--- config.mk ---
export PLATFORM = sky130hd
export DESIGN_NAME = conv_mac_seq_flat
export DESIGN_NICKNAME = d
export VERILOG_FILES = /design/src/rtl/conv_mac_seq_if.sv /design/src/rtl/conv_mac_seq.sv /design/src/flat_wrapper.sv
export SDC_FILE = /design/constraint.sdc
export NUM_CORES = 1
export LEC_CHECK = 0
export CELL_PAD_IN_SITES_DETAIL_PLACEMENT = 0
export CELL_PAD_IN_SITES_GLOBAL_PLACEMENT = 2
export CORE_UTILIZATION = 30
export DETAILED_ROUTE_END_ITERATION = 10
export GPL_ROUTABILITY_DRIVEN = 1
export PLACE_DENSITY_LB_ADDON = 0.1
export SLEW_MARGIN = 30
export SYNTH_ARGS = -nofsm -noshare
export SYNTH_HDL_FRONTEND = slang
export SYNTH_SLANG_ARGS = --single-unit
--- constraint.sdc ---
create_clock -name clk -period 22.7 [get_ports clk]
set_input_delay 5.675 -clock clk [delete_from_list [all_inputs] [get_ports clk]]
set_output_delay 5.675 -clock clk [all_outputs]
set_load 0.01 [all_outputs]
--- src/rtl/conv_mac_seq_if.sv ---
// rtl/conv_mac_seq_if.sv - start/operand inputs and result handshake of the 3x3 MAC engine
interface conv_mac_seq_if;
  logic        convRst;
  logic [71:0] scope;
  logic [71:0] kernel;
  logic        resultReady;
  logic [19:0] result;
  logic        resultValid;
  logic        busy;

  // Operation controller / output collector side
  modport master (
    output convRst, scope, kernel, resultReady,
    input  result, resultValid, busy
  );

  // MAC engine side
  modport slave (
    input  convRst, scope, kernel, resultReady,
    output result, resultValid, busy
  );
endinterface

--- src/rtl/conv_mac_seq.sv ---
// rtl/conv_mac_seq.sv - sequential 9-tap signed 8-bit dot product, one MAC per cycle
module conv_mac_seq (
  input logic           clk,
  input logic           rst,
  conv_mac_seq_if.slave bus
);

  typedef enum logic [1:0] {IDLE, RUN, DONE} state_t;

  state_t             state;
  logic [71:0]        scope_snap;
  logic [71:0]        kernel_snap;
  logic [3:0]         idx;
  logic signed [19:0] acc;
  logic [19:0]        result_q;
  logic               valid_q;
  logic               busy_q;

  logic signed [7:0]  tap_s;
  logic signed [7:0]  tap_k;
  logic signed [15:0] prod;
  logic signed [19:0] prod_ext;
  logic signed [19:0] sum;

  // Select the current tap pair from the snapshots; idx never exceeds 8 while running
  always_comb begin
    tap_s = '0;
    tap_k = '0;
    for (int i = 0; i < 9; i++) begin
      if (idx == 4'(i)) begin
        tap_s = scope_snap[8*i +: 8];
        tap_k = kernel_snap[8*i +: 8];
      end
    end
  end

  // 9 x (-128 * -128) fits in 20 signed bits, so the plain sum never wraps
  assign prod     = tap_s * tap_k;
  assign prod_ext = {{4{prod[15]}}, prod};
  assign sum      = acc + prod_ext;

  // Control FSM: restart beats handshake, handshake beats sequencing
  always_ff @(posedge clk) begin
    if (rst) begin
      state       <= IDLE;
      scope_snap  <= '0;
      kernel_snap <= '0;
      idx         <= '0;
      acc         <= '0;
      result_q    <= '0;
      valid_q     <= 1'b0;
      busy_q      <= 1'b0;
    end else if (bus.convRst) begin
      state       <= RUN;
      scope_snap  <= bus.scope;
      kernel_snap <= bus.kernel;
      idx         <= '0;
      acc         <= '0;
      valid_q     <= 1'b0;
      busy_q      <= 1'b1;
    end else begin
      case (state)
        RUN: begin
          if (idx == 4'd8) begin
            result_q <= sum;
            state    <= DONE;
            valid_q  <= 1'b1;
            busy_q   <= 1'b0;
          end else begin
            acc <= sum;
            idx <= idx + 4'd1;
          end
        end
        DONE: begin
          if (bus.resultReady) begin
            state   <= IDLE;
            valid_q <= 1'b0;
          end
        end
        default: ;
      endcase
    end
  end

  assign bus.result      = result_q;
  assign bus.resultValid = valid_q;
  assign bus.busy        = busy_q;

endmodule

--- src/flat_wrapper.sv ---
// flat-port wrapper written by rule: the top's interface ports become plain ports
module conv_mac_seq_flat 
  (clk, rst, bus_convRst, bus_scope, bus_kernel, bus_resultReady, bus_result, bus_resultValid, bus_busy);
  conv_mac_seq_if bus_i ();
  input logic clk;
  input logic rst;
  input wire logic [$bits(bus_i.convRst)-1:0] bus_convRst;
  input wire logic [$bits(bus_i.scope)-1:0] bus_scope;
  input wire logic [$bits(bus_i.kernel)-1:0] bus_kernel;
  input wire logic [$bits(bus_i.resultReady)-1:0] bus_resultReady;
  output wire logic [$bits(bus_i.result)-1:0] bus_result;
  output wire logic [$bits(bus_i.resultValid)-1:0] bus_resultValid;
  output wire logic [$bits(bus_i.busy)-1:0] bus_busy;
  assign bus_i.convRst = bus_convRst;
  assign bus_i.scope = bus_scope;
  assign bus_i.kernel = bus_kernel;
  assign bus_i.resultReady = bus_resultReady;
  assign bus_result = bus_i.result;
  assign bus_resultValid = bus_i.resultValid;
  assign bus_busy = bus_i.busy;
  conv_mac_seq u_core (.clk(clk), .rst(rst), .bus(bus_i));
endmodule
# [Yosys cells after proc, flatten, opt, wreduce, memory -nomap -nowiden]
# Cells that the tools add are included.
[totals] latch_bits=0 ff_bits=192 memories=0 romBits=0 ramBits=0 wordCells=67
[op_classes] n_mux=28 shifts=0 bitwise=2 multipliers=1 add_sub_neg=2 order_cmp=0 n_div=0 n_eq_ne=14 reduce_logical=11
[op_table] op="two-way mux 8 bit" n=18
[op_table] op="adder 20 x 16 -> 20 bit" n=1
[op_table] op="equality test 4 x 3 -> 1 bit, second input constant" n=4
[op_table] op="multiplier 8 x 8 -> 16 bit" n=1
[op_table] op="AND reduction 3 bit" n=3
[op_table] op="equality test 4 x 2 -> 1 bit, second input constant" n=2
[op_table] op="two-way mux 1 bit" n=6
[op_table] op="nonzero test 2 bit" n=3
[op_table] op="adder 4 x 1 -> 4 bit, second input constant" n=1
[op_table] op="equality test 4 x 1 -> 1 bit, second input constant" n=1
[op_table] op="equality test 4 bit, second input constant" n=1
[op_table] op="zero test 4 bit" n=1
[op_table] op="two-way mux 2 bit" n=2
[op_table] op="one-hot mux 2 bit (2 select lines)" n=1
[op_table] op="AND reduction 2 bit" n=2
[op_table] op="!= test 3 x 2 -> 1 bit, second input constant" n=1
[op_table] op="!= test 3 bit, second input constant" n=1
[op_table] op="nonzero test 3 bit" n=1
[op_table] op="equality test 2 x 1 -> 1 bit, second input constant" n=1
[op_table] op="equality test 2 bit, second input constant" n=1
[op_table] op="!= test 2 x 1 -> 1 bit, second input constant" n=1
[op_table] op="!= test 2 bit, second input constant" n=1
[op_table] op="NOT 1 bit" n=2
[op_table] op="one-hot mux 1 bit (2 select lines)" n=1
[op_table] op="OR reduction 2 bit" n=1

# [Depth between registers and ports, before layout]
# Gate-level depths: netlist of run 1.
[depth] ltp_word=12 mapped_depth=26

# [Least setup slack after synthesis of run 1]
# OpenSTA, ideal clock, no wires.
[synth_path] kind="flip-flop to flip-flop" from="register u_core.idx[0]" to="register u_core.acc[16]" period_less_slack_ns=8.044 path_buffers=2 path_slack_ns=14.656 t_arrival_ns=7.912 stages_incl_launch_ff=24 cell_sequence="dfxtp_1 -> inv_1 -> ha_1 -> buf_6 -> buf_6 -> nor2b_1 -> a311oi_1 -> a21o_1 -> a222oi_1 -> nor4_1 -> inv_1 -> fa_1 -> inv_1 -> fa_1 -> fa_1 -> fa_1 -> fa_1 -> ha_1 -> and3_1 -> a221oi_2 -> o211ai_1 -> mux2_2 -> o21ai_0 -> a21oi_1"
[synth_via] elab_chain_cells=12 word_cells_on_any_way=31 cone_classes="add/sub: 1; mul: 1; eq/ne: 8; mux: 18; bitwise: 1; reduce/logical: 2"
[synth_lines] element="start: declaration" line_no="conv_mac_seq.sv:13" source="logic [3:0] idx;"
[synth_lines] element="start signal: assignment" line_no="conv_mac_seq.sv:71" source="idx <= idx + 4'd1;"
[synth_lines] element="zero test 4 bit" line_no="conv_mac_seq.sv:30" source="if (idx == 4'(i)) begin"
[synth_lines] element="two-way mux 8 bit (9 in a row)" line_no="conv_mac_seq.sv:30"
[synth_lines] element="multiplier 8 x 8 -> 16 bit" line_no="conv_mac_seq.sv:38" source="assign prod = tap_s * tap_k;"
[synth_lines] element="adder 20 x 16 -> 20 bit" line_no="conv_mac_seq.sv:40" source="assign sum = acc + prod_ext;"
[synth_lines] element="end signal: assignment" line_no="conv_mac_seq.sv:70" source="acc <= sum;"
[synth_lines] element="end: declaration" line_no="conv_mac_seq.sv:14" source="logic signed [19:0] acc;"
# Parallel ways exist; a longest one is shown, timed or not.
# A chain may end at the register's enable or synchronous reset.

# [Worst setup path in the final report of run 1]
[layout_path] from="register u_core.idx[0]" to="register u_core.result_q[19] (netlist: u_core.bus.result[19])"
[layout_via] elab_chain_cells=12 word_cells_on_any_way=30 cone_classes="add/sub: 1; mul: 1; eq/ne: 8; mux: 18; reduce/logical: 2"
[layout_lines] element="zero test 4 bit" line_no="conv_mac_seq.sv:30"
[layout_lines] element="two-way mux 8 bit (9 in a row)" line_no="conv_mac_seq.sv:30"
[layout_lines] element="multiplier 8 x 8 -> 16 bit" line_no="conv_mac_seq.sv:38"
[layout_lines] element="adder 20 x 16 -> 20 bit" line_no="conv_mac_seq.sv:40"
[layout_lines] element="end signal: assignment" line_no="conv_mac_seq.sv:65" source="result_q <= sum;"
[layout_lines] element="end: declaration" line_no="conv_mac_seq.sv:15" source="logic [19:0] result_q;"
# Parallel ways exist; a longest one is shown, timed or not.

==> results of run 1 <==
[placed cells by master, fill, tap and decap left out, types with 6 or more instances in the layout]
| cell type | count |
|---|---|
| sky130_fd_sc_hd__nor4_1 | 15 |
| sky130_fd_sc_hd__ha_1 | 47 |
| sky130_fd_sc_hd__a222oi_1 | 11 |
| sky130_fd_sc_hd__a211o_1 | 11 |
| sky130_fd_sc_hd__mux2i_1 | 148 |
| sky130_fd_sc_hd__buf_4 | 17 |
| sky130_fd_sc_hd__clkbuf_16 | 17 |
| sky130_fd_sc_hd__nor2b_1 | 18 |
| sky130_fd_sc_hd__xor2_1 | 8 |
| sky130_fd_sc_hd__a21oi_1 | 43 |
| sky130_fd_sc_hd__a311oi_1 | 17 |
| sky130_fd_sc_hd__nor2_1 | 184 |
| sky130_fd_sc_hd__fa_1 | 88 |
| sky130_fd_sc_hd__and2_1 | 13 |
| sky130_fd_sc_hd__a31oi_1 | 6 |
| sky130_fd_sc_hd__a22o_1 | 16 |
| sky130_fd_sc_hd__a211oi_1 | 9 |
| sky130_fd_sc_hd__a21o_1 | 21 |
| sky130_fd_sc_hd__xnor2_1 | 12 |
| sky130_fd_sc_hd__inv_1 | 97 |
| sky130_fd_sc_hd__nand2_1 | 107 |
| sky130_fd_sc_hd__nand3b_1 | 26 |
| sky130_fd_sc_hd__nor3_1 | 8 |
| sky130_fd_sc_hd__dfxtp_1 | 191 |
| sky130_fd_sc_hd__clkdlybuf4s50_1 | 167 |
| sky130_fd_sc_hd__o21ai_0 | 19 |
[sequential cells by signal, summed over array words and instances (netlist names)]
register and cells:
u_core.acc 20, u_core.state 2, u_core.scope_snap 72, u_core.bus.busy 1, u_core.bus.result 20, u_core.idx 4, u_core.kernel_snap 72
[path summary, 6_finish.rpt]
kind | end | from | slack, ns
worst min-delay path | u_core.acc[1]$_SDFFE_PP0P_ | u_core.acc[1]$_SDFFE_PP0P_ | 0.46
worst max-delay path | u_core.bus.result[19]$_SDFFE_PP0P_ | u_core.idx[0]$_SDFFE_PP0P_ | 15.29
worst min register to register | u_core.acc[1]$_SDFFE_PP0P_ | u_core.acc[1]$_SDFFE_PP0P_ | 0.46
worst max register to register | u_core.bus.result[19]$_SDFFE_PP0P_ | u_core.idx[0]$_SDFFE_PP0P_ | 15.29
[kinds of logic (layout without fill, tap and decap cells)]
kind of cell	Yosys count	after routing	share of synthesized area [%]
flops	191	191	32.6
xor+xnor	21	21	1.70
compound gates	185	185	11.4
buf+inv	173	321	6.03
fa+ha+maj	138	138	20.4
mux	149	149	12.7
simple gates	398	398	15.2
[critical path: stages (launching register included)]
cell,delay [ns]
sky130_fd_sc_hd__dfxtp_1,0.36
sky130_fd_sc_hd__inv_1,0.11
sky130_fd_sc_hd__ha_2,0.16
sky130_fd_sc_hd__buf_4,0.42
sky130_fd_sc_hd__inv_2,0.34
sky130_fd_sc_hd__a311oi_1,0.33
sky130_fd_sc_hd__a21o_1,0.15
sky130_fd_sc_hd__a222oi_1,0.07
sky130_fd_sc_hd__buf_4,0.18
sky130_fd_sc_hd__nor4_1,0.68
sky130_fd_sc_hd__inv_1,0.15
sky130_fd_sc_hd__fa_1,0.70
sky130_fd_sc_hd__inv_1,0.12
sky130_fd_sc_hd__fa_1,0.56
sky130_fd_sc_hd__inv_1,0.12
sky130_fd_sc_hd__fa_1,0.50
sky130_fd_sc_hd__inv_1,0.05
sky130_fd_sc_hd__fa_1,0.47
sky130_fd_sc_hd__ha_1,0.30
sky130_fd_sc_hd__ha_1,0.32
sky130_fd_sc_hd__a21oi_1,0.37
sky130_fd_sc_hd__o21a_1,0.18
sky130_fd_sc_hd__nor2b_1,0.04
sky130_fd_sc_hd__a311oi_1,0.29
sky130_fd_sc_hd__xnor2_1,0.16
sky130_fd_sc_hd__o21ai_0,0.10
[stage by stage]
stage | worst slack [ns] | hold slack, ns | utilization [%] | total power, mW | area [sq um]
floorplan | 14.66 | 0.436 | - | 0.502 | 11700
global placement | 14.94 | 0.441 | 36.0 | 0.580 | 13900
detailed placement | 14.83 | 0.450 | 36.1 | 0.578 | 13900
CTS | 15.16 | 0.460 | 37.6 | 0.893 | 14500
global route | 14.62 | 0.495 | 37.6 | 0.933 | 14500
finish | 15.29 | 0.458 | 37.6 | 0.880 | 14500
[metal layers]
layer  GRT usage [%]  part of all wire [%]  up-vias
li1                -                     -     4513
met1            25.9                    48     4355
met2            31.8                    47      163
met3            3.49                   3.6       27
met4            4.18                  0.96        4
met5               0                 0.085        -
[cell type report]
type | count | share of cell area, %
Timing Repair Buffer | 190 | 12.9
Sequential cell | 191 | 26.3
Tap cell | 518 | 4.47
Inverter | 99 | 2.56
Clock inverter | 9 | 0.681
Clock buffer | 23 | 3.29
Multi-Input combinational cell | 891 | 49.8
[power groups by stage]
stage | Combinational [mW] | Sequential [mW] | Clock [mW]
global route | 0.235 | 0.366 | 0.332
finish | 0.208 | 0.363 | 0.309
detailed placement | 0.207 | 0.371 | 0
floorplan | 0.135 | 0.367 | 0
CTS | 0.211 | 0.363 | 0.319
global placement | 0.209 | 0.371 | 0
==> qor.log, run 1 <==
qor: sta.finalClockSkew 0.0136 ns
qor: floorplan.die-area 0.0399 sq mm
qor: routing.detailedRoute.firstPassIterationCount 5
qor: grt.grt.overflow.total 0
qor: pwr.leakagePower 6.50 nW
qor: clock_network.ctsHoldBuffers 0
qor: routing.routed_wire_length_per_instance 19.1 um
qor: layout.nFillCells 4086
qor: synth.yosysTopAreaCell sky130_fd_sc_hd__dfxtp_1
qor: clock_network.cts_inserted_buffers 17
qor: min_path.worstHoldPathCells 2
qor: pwr.clock_power_share 35.1%
qor: sta.grt_setup_unrepaired false
qor: clock_network.cts_sinks 191
qor: routing.detailed_route_via_count 9062
qor: sta.fmaxAchievable 135 MHz
qor: grt.first_pass_grt_wire_length 57200 um
qor: routing.routed_wire_length 36600 um
qor: clock_network.cts.repair_timing.setup_buffer_count 0
qor: layout.area_taken_by_multi_input_logic_gates 0.00722 sq mm
qor: layout.stdcell_count 1921
qor: sta.finalMaxSlewViolations 0
qor: clock_network.tritoncts built
qor: synth.synthFlopType sky130_fd_sc_hd__dfxtp_1
qor: synth.synth.top_cells.by_count sky130_fd_sc_hd__dfxtp_1 (191), sky130_fd_sc_hd__nor2_1 (185), sky130_fd_sc_hd__mux2i_1 (148)
qor: synth.ys_top_cells_by_area sky130_fd_sc_hd__dfxtp_1 (33%), sky130_fd_sc_hd__fa_1 (15%), sky130_fd_sc_hd__mux2i_1 (13%)
qor: clock_network.clk_path_buf_depth 2
qor: clock_network.clkSlewWorstSetupHoldPaths 0.07 ns
qor: grt.antenna_violations_before_repair 2
qor: pwr.switching_power 271 uW
qor: synth.postSynthNetCount 1541
qor: placement.detailedPlacementHpwl 26800 um
qor: layout.syn_to_final_growth 23.8%
qor: grt.grt_start_max_net_pins 86
qor: floorplan.fp-row-count 72
qor: synth.post_synthesis_area_per_instance 9.34 sq um
qor: clock_network.clock-root-buffer sky130_fd_sc_hd__clkbuf_16
qor: synth.synth-edff-count 0
qor: layout.layout-drive-gt1-share 5.13%
qor: pwr.part_of_the_total_power_dissipated_in_sequential_elements 41.3%
qor: sta.finalSetupViolCount 0
qor: critical_path.setup.worst_path.class register to register
qor: floorplan.die_y 200 um
qor: routing.final_ant_viol_nets 0
qor: sta.max_slew.worst_pin.slew 0.941 ns
qor: synth.post-synth-top-area-fraction 32.6%
qor: layout.design.final.nets 1676
qor: floorplan.core_area 0.0386 sq mm
qor: clock_network.post_cts.resized_instances 0
qor: pwr.cellPowerDensity 60.6 mW/mm^2
qor: layout.n_antenna_cell 0
qor: clock_network.worstSkewPairLatency 0.45 ns
qor: sta.totalNegativeSetupSlack 0 ns
qor: synth.post_synth_instance_area 0.0117 sq mm
qor: floorplan.initial_core_util 30.4%
qor: synth.synthesis.instances 1255
qor: pwr.cellInternalPower 609 uW
qor: sta.timing_hold_violations_final 0
qor: synth.seq_area_frac_synth 32.6%
qor: floorplan.die-width 200 um
qor: placement.numPlacedInstances 1887
qor: critical_path.worst-endpoint-required 23.03 ns
qor: layout.area.sequential 0.00382 sq mm
qor: critical_path.cp_data_arrival_time 7.74 ns
qor: routing.detail_route.iter0.violations 526
qor: pwr.power.switching_fraction 30.8%
qor: grt.grt_usage 19.2%
qor: synth.synth.most_common_cell sky130_fd_sc_hd__dfxtp_1
qor: synth.yosysUniqueCellTypes 58
qor: routing.route.detailed.vias_per_inst 4.72
qor: pwr.peakVddDrop 47.6 uV
qor: synth.synthArstFlopShare 0%
qor: placement.port_buffers 169
qor: critical_path.worstSetupEndpointType register
qor: sta.max_slew_margin 37.3%
qor: sta.finalCritPeriodShare 32.6%
qor: floorplan.design.portCount 170
qor: routing.remaining_drc_errors 0
qor: clock_network.cts_htree_levels 4
qor: placement.routabilityCongestion 0.791
qor: synth.synth_seq_cells 191
qor: min_path.hold_path_class register to register
qor: grt.number_of_global_route_vias_before_repair 9723
qor: sta.finalWorstPathRequiredPeriod 7.41 ns
qor: pwr.combinationalPowerShare 23.6%
qor: job.cap_violations 0
qor: synth.synth.yosys.warnings 0
qor: critical_path.worst-path-max-fanout 46
qor: critical_path.critical_path.startpoint_type register
qor: status.status finished clean
qor: critical_path.r2r_cells 25
Note: power is estimated with default switching activity, not from simulation.
==> inputs of run 2 (changes only) <==
==> constraint.sdc (replaced) <==
create_clock -name clk -period 6 [get_ports clk]
set_input_delay 1.5 -clock clk [delete_from_list [all_inputs] [get_ports clk]]
set_output_delay 1.5 -clock clk [all_outputs]
set_load 0.01 [all_outputs]
==> run 2 against run 1 <==
Compared with the run above: the flow now finishes with violations (negative setup slack); non-clock buffer count grew 179; combinational power grew to 5.1 times the previous value; design area grew 15%; sequential share of layout area shrank 3.4 points; sequential cell count is the same; clock skew shrank 0.0050 ns; register-to-register slack lost 16 ns; highest routed layer unchanged.
==> qor.log, run 2 (synthesis results as in run 1) <==
qor: routing.detailed_route_via_count 9737 [+7.4%]
qor: layout.layout-drive-gt1-share 21.0% [+16 points]
qor: status.failed_checks negative setup slack
qor: critical_path.cp_data_arrival_time 6.64 ns [-1.10 ns]
qor: pwr.cellInternalPower 2.49 mW [+310%]
qor: grt.first_pass_grt_wire_length 59300 um [+3.6%]
qor: placement.port_buffers 169 [unchanged]
qor: routing.top_signal_layer_used met5
qor: sta.finalMaxSlewViolations 0 [unchanged]
qor: sta.fmaxAchievable 159 MHz [+18%]
qor: min_path.hold_path_class register to register
qor: clock_network.cts_inserted_buffers 17 [unchanged]
qor: sta.hold-worst-slack 0.455 ns [-0.00301 ns]
qor: critical_path.crit-reg2reg-launch u_core.idx[0]$_SDFFE_PP0P_
qor: critical_path.setup.worst_path.class register to register
qor: layout.design.final.nets 1855 [+11%]
qor: floorplan.design.portCount 170 [unchanged]
qor: min_path.holdPathEnd u_core.bus.result[19]$_SDFFE_PP0P_
qor: grt.number_of_global_route_vias_before_repair 10300 [+6.3%]
qor: sta.max_slew.worst_pin.slew 0.754 ns [-0.187 ns]
qor: sta.final_critical_path_setup_slack -0.304 ns [-15.60 ns]
qor: floorplan.die-width 200 um [unchanged]
qor: layout.postLayoutCoreUtil 43.3% [+5.7 points]
qor: clock_network.ctsHoldBuffers 0 [unchanged]
qor: clock_network.clock-root-buffer sky130_fd_sc_hd__clkbuf_16
qor: layout.syn_to_final_growth 42.4%
qor: critical_path.reg2reg_slack -0.30 ns [-15.60 ns]
qor: pwr.part_of_the_total_power_dissipated_in_sequential_elements 38.0% [-3.3 points]
qor: sta.totalNegativeSetupSlack -4.27 ns [-4.27 ns]
qor: grt.grt_start_max_net_pins 100 [+16%]
qor: sta.finalClockSkew 0.00863 ns [-0.00496 ns]
qor: routing.detailedRoute.firstPassIterationCount 5 [unchanged]
qor: clock_network.cts_sinks 191 [unchanged]
qor: pwr.peakVddDrop 206 uV [+330%]
qor: pwr.power.switching_fraction 31.2% [+0.42 points]
qor: min_path.worstHoldPathCells 2 [unchanged]
qor: layout.nFillCells 3923 [-4.0%]
qor: layout.commonest_cells_after_routing_fill_and_taps_aside sky130_fd_sc_hd__dfxtp_1 (189), sky130_fd_sc_hd__nor2_1 (179), sky130_fd_sc_hd__buf_4 (169)
qor: sta.finalSetupViolCount 21 [+21]
qor: routing.remaining_drc_errors 0 [unchanged]
qor: min_path.hp-start u_core.bus.result[19]$_SDFFE_PP0P_
qor: sta.grt_setup_unrepaired true
qor: routing.routed_wire_length_per_instance 18.2 um [-4.4%]
qor: floorplan.fp-row-count 72 [unchanged]
qor: pwr.combinationalPowerShare 29.4% [+5.8 points]
qor: clock_network.clkSlewWorstSetupHoldPaths 0.08 ns [about the same]
qor: pwr.leakagePower 7.54 nW [+16%]
qor: routing.wirelength_met1 18100 um [+3.1%]
qor: sta.max_slew_margin 49.7% [+12 points]
qor: placement.detailedPlacementHpwl 28700 um [+7.0%]
qor: placement.routabilityCongestion 0.869 [+9.8%]
qor: critical_path.worst-endpoint-required 6.33 ns [-16.70 ns]
qor: critical_path.rr_endpoint u_core.acc[19]$_SDFFE_PP0P_
qor: critical_path.critical_path.startpoint_type register
qor: routing.routed_wire_length 38300 um [+4.6%]
qor: sta.finalWorstPathRequiredPeriod 6.30 ns [-1.10 ns]
qor: pwr.cellPowerDensity 217 mW/mm^2 [+260%]
qor: floorplan.die_y 200 um [unchanged]
qor: grt.grt_usage 19.8% [+0.58 points]
qor: critical_path.worstSetupEndpointType register
qor: grt.antenna_violations_before_repair 1 [-1]
qor: critical_path.r2r_cells 25 [unchanged]
qor: grt.grt.overflow.total 0 [unchanged]
qor: routing.final_ant_viol_nets 0 [unchanged]
qor: sta.finalCritPeriodShare 105% [+72 points]
qor: routing.detailroute.wirelength.met3 1230 um [-5.8%]
qor: placement.preCtsSetupSlack -0.572 ns [-15.40 ns]
qor: floorplan.die-area 0.0399 sq mm [unchanged]
qor: layout.layout.cells.most_common sky130_fd_sc_hd__dfxtp_1
qor: job.cap_violations 0 [unchanged]
qor: clock_network.worstSkewPairLatency 0.45 ns [about the same]
qor: sta.timing_hold_violations_final 0 [unchanged]
qor: clock_network.clk_path_buf_depth 2 [unchanged]
qor: floorplan.core_area 0.0386 sq mm [unchanged]
qor: clock_network.cts_htree_levels 4 [unchanged]
qor: pwr.switching_power 1.13 mW [+320%]
qor: critical_path.worst-path-max-fanout 6 [-87%]
qor: routing.route.met2.wl 18300 um [+5.4%]
qor: pwr.total_power 3.62 mW [+310%]
qor: floorplan.initial_core_util 30.4% [unchanged]
qor: clock_network.tritoncts built
qor: pwr.clock_power_share 32.6% [-2.5 points]
qor: routing.route.detailed.vias_per_inst 4.63 [-1.8%]
qor: status.status finished with violations
qor: layout.biggestRegsByFlops u_core.kernel_snap x72, u_core.scope_snap x72
qor: routing.detail_route.iter0.violations 455 [-13%]
## run 2: timing repair
item / CTS / global route
endpoints found under the hold margin: 0 / 0
buffers inserted: 32 / 8
gates resized for setup: 62 / 60
pin swaps: 64 / 22
setup endpoints to repair: 22 / 25
## run 2: critical path, cell delays in order, from the launching register on
cell	delay [ns]
sky130_fd_sc_hd__dfxtp_4	0.36
sky130_fd_sc_hd__buf_6	0.12
sky130_fd_sc_hd__ha_4	0.18
sky130_fd_sc_hd__buf_6	0.14
sky130_fd_sc_hd__buf_4	0.13
sky130_fd_sc_hd__nand3b_1	0.16
sky130_fd_sc_hd__a311oi_2	0.27
sky130_fd_sc_hd__a21o_1	0.18
sky130_fd_sc_hd__a222oi_1	0.09
sky130_fd_sc_hd__buf_4	0.17
sky130_fd_sc_hd__buf_4	0.15
sky130_fd_sc_hd__nor2_4	0.13
sky130_fd_sc_hd__nand2_2	0.07
sky130_fd_sc_hd__fa_1	0.49
sky130_fd_sc_hd__fa_1	0.56
sky130_fd_sc_hd__inv_1	0.05
sky130_fd_sc_hd__fa_1	0.48
sky130_fd_sc_hd__fa_1	0.53
sky130_fd_sc_hd__fa_2	0.46
sky130_fd_sc_hd__ha_4	0.29
sky130_fd_sc_hd__o211ai_1	0.11
sky130_fd_sc_hd__o211ai_1	0.29
sky130_fd_sc_hd__a21o_1	0.28
sky130_fd_sc_hd__a31o_2	0.20
sky130_fd_sc_hd__mux2i_1	0.19
sky130_fd_sc_hd__a31oi_1	0.09
## run 2: worst max-delay path by stage
stage               cells after the start                                 end                        from  slack [ns]
floorplan                              22  u_core.bus.result[16]$_SDFFE_PP0P_  u_core.idx[1]$_SDFFE_PP0P_       -0.36
global placement                       22         u_core.acc[19]$_SDFFE_PP0P_  u_core.idx[0]$_SDFFE_PP0P_       -0.49
detailed placement                     22         u_core.acc[19]$_SDFFE_PP0P_  u_core.idx[0]$_SDFFE_PP0P_       -0.57
CTS                                    24         u_core.acc[19]$_SDFFE_PP0P_  u_core.idx[0]$_SDFFE_PP0P_       -0.33
global route                           24         u_core.acc[17]$_SDFFE_PP0P_  u_core.idx[0]$_SDFFE_PP0P_       -0.54
finish                                 25         u_core.acc[19]$_SDFFE_PP0P_  u_core.idx[0]$_SDFFE_PP0P_       -0.30
## run 2: layer usage
metal  up-vias  GRT usage (%)
li1       4882              -
met1      4672           25.9
met2       151           33.4
met3        30           3.49
met4         2           5.06
met5         -              0
## run 2: layout make-up
type / instances / area (sq um) / share of cell area, %
antenna: 1 / 2.50 / 0.0150
clock buffer: 20 / 457 / 2.74
clock inverter: 12 / 128 / 0.764
inverter: 99 / 377 / 2.26
multi-input combinational: 891 / 7830 / 46.9
sequential: 191 / 3830 / 22.9
tap: 518 / 648 / 3.88
timing repair buffer: 369 / 3430 / 20.5
## run 2: metrics by stage
step,area [sq um],cells
finish,16700,2101
global route,16700,2100
CTS,16300,2092
detailed placement,15200,2030
global placement,15200,2030
floorplan,11900,1255
## run 2: power groups by stage
stage	clock network [mW]	registers, mW	logic [mW]
5_1_grt	1.26	1.39	1.18
3_3_place_gp	0	1.41	0.924
3_5_place_dp	0	1.41	0.922
2_1_floorplan	0	1.39	0.533
4_1_cts	1.22	1.38	1.00
6_report	1.18	1.38	1.07
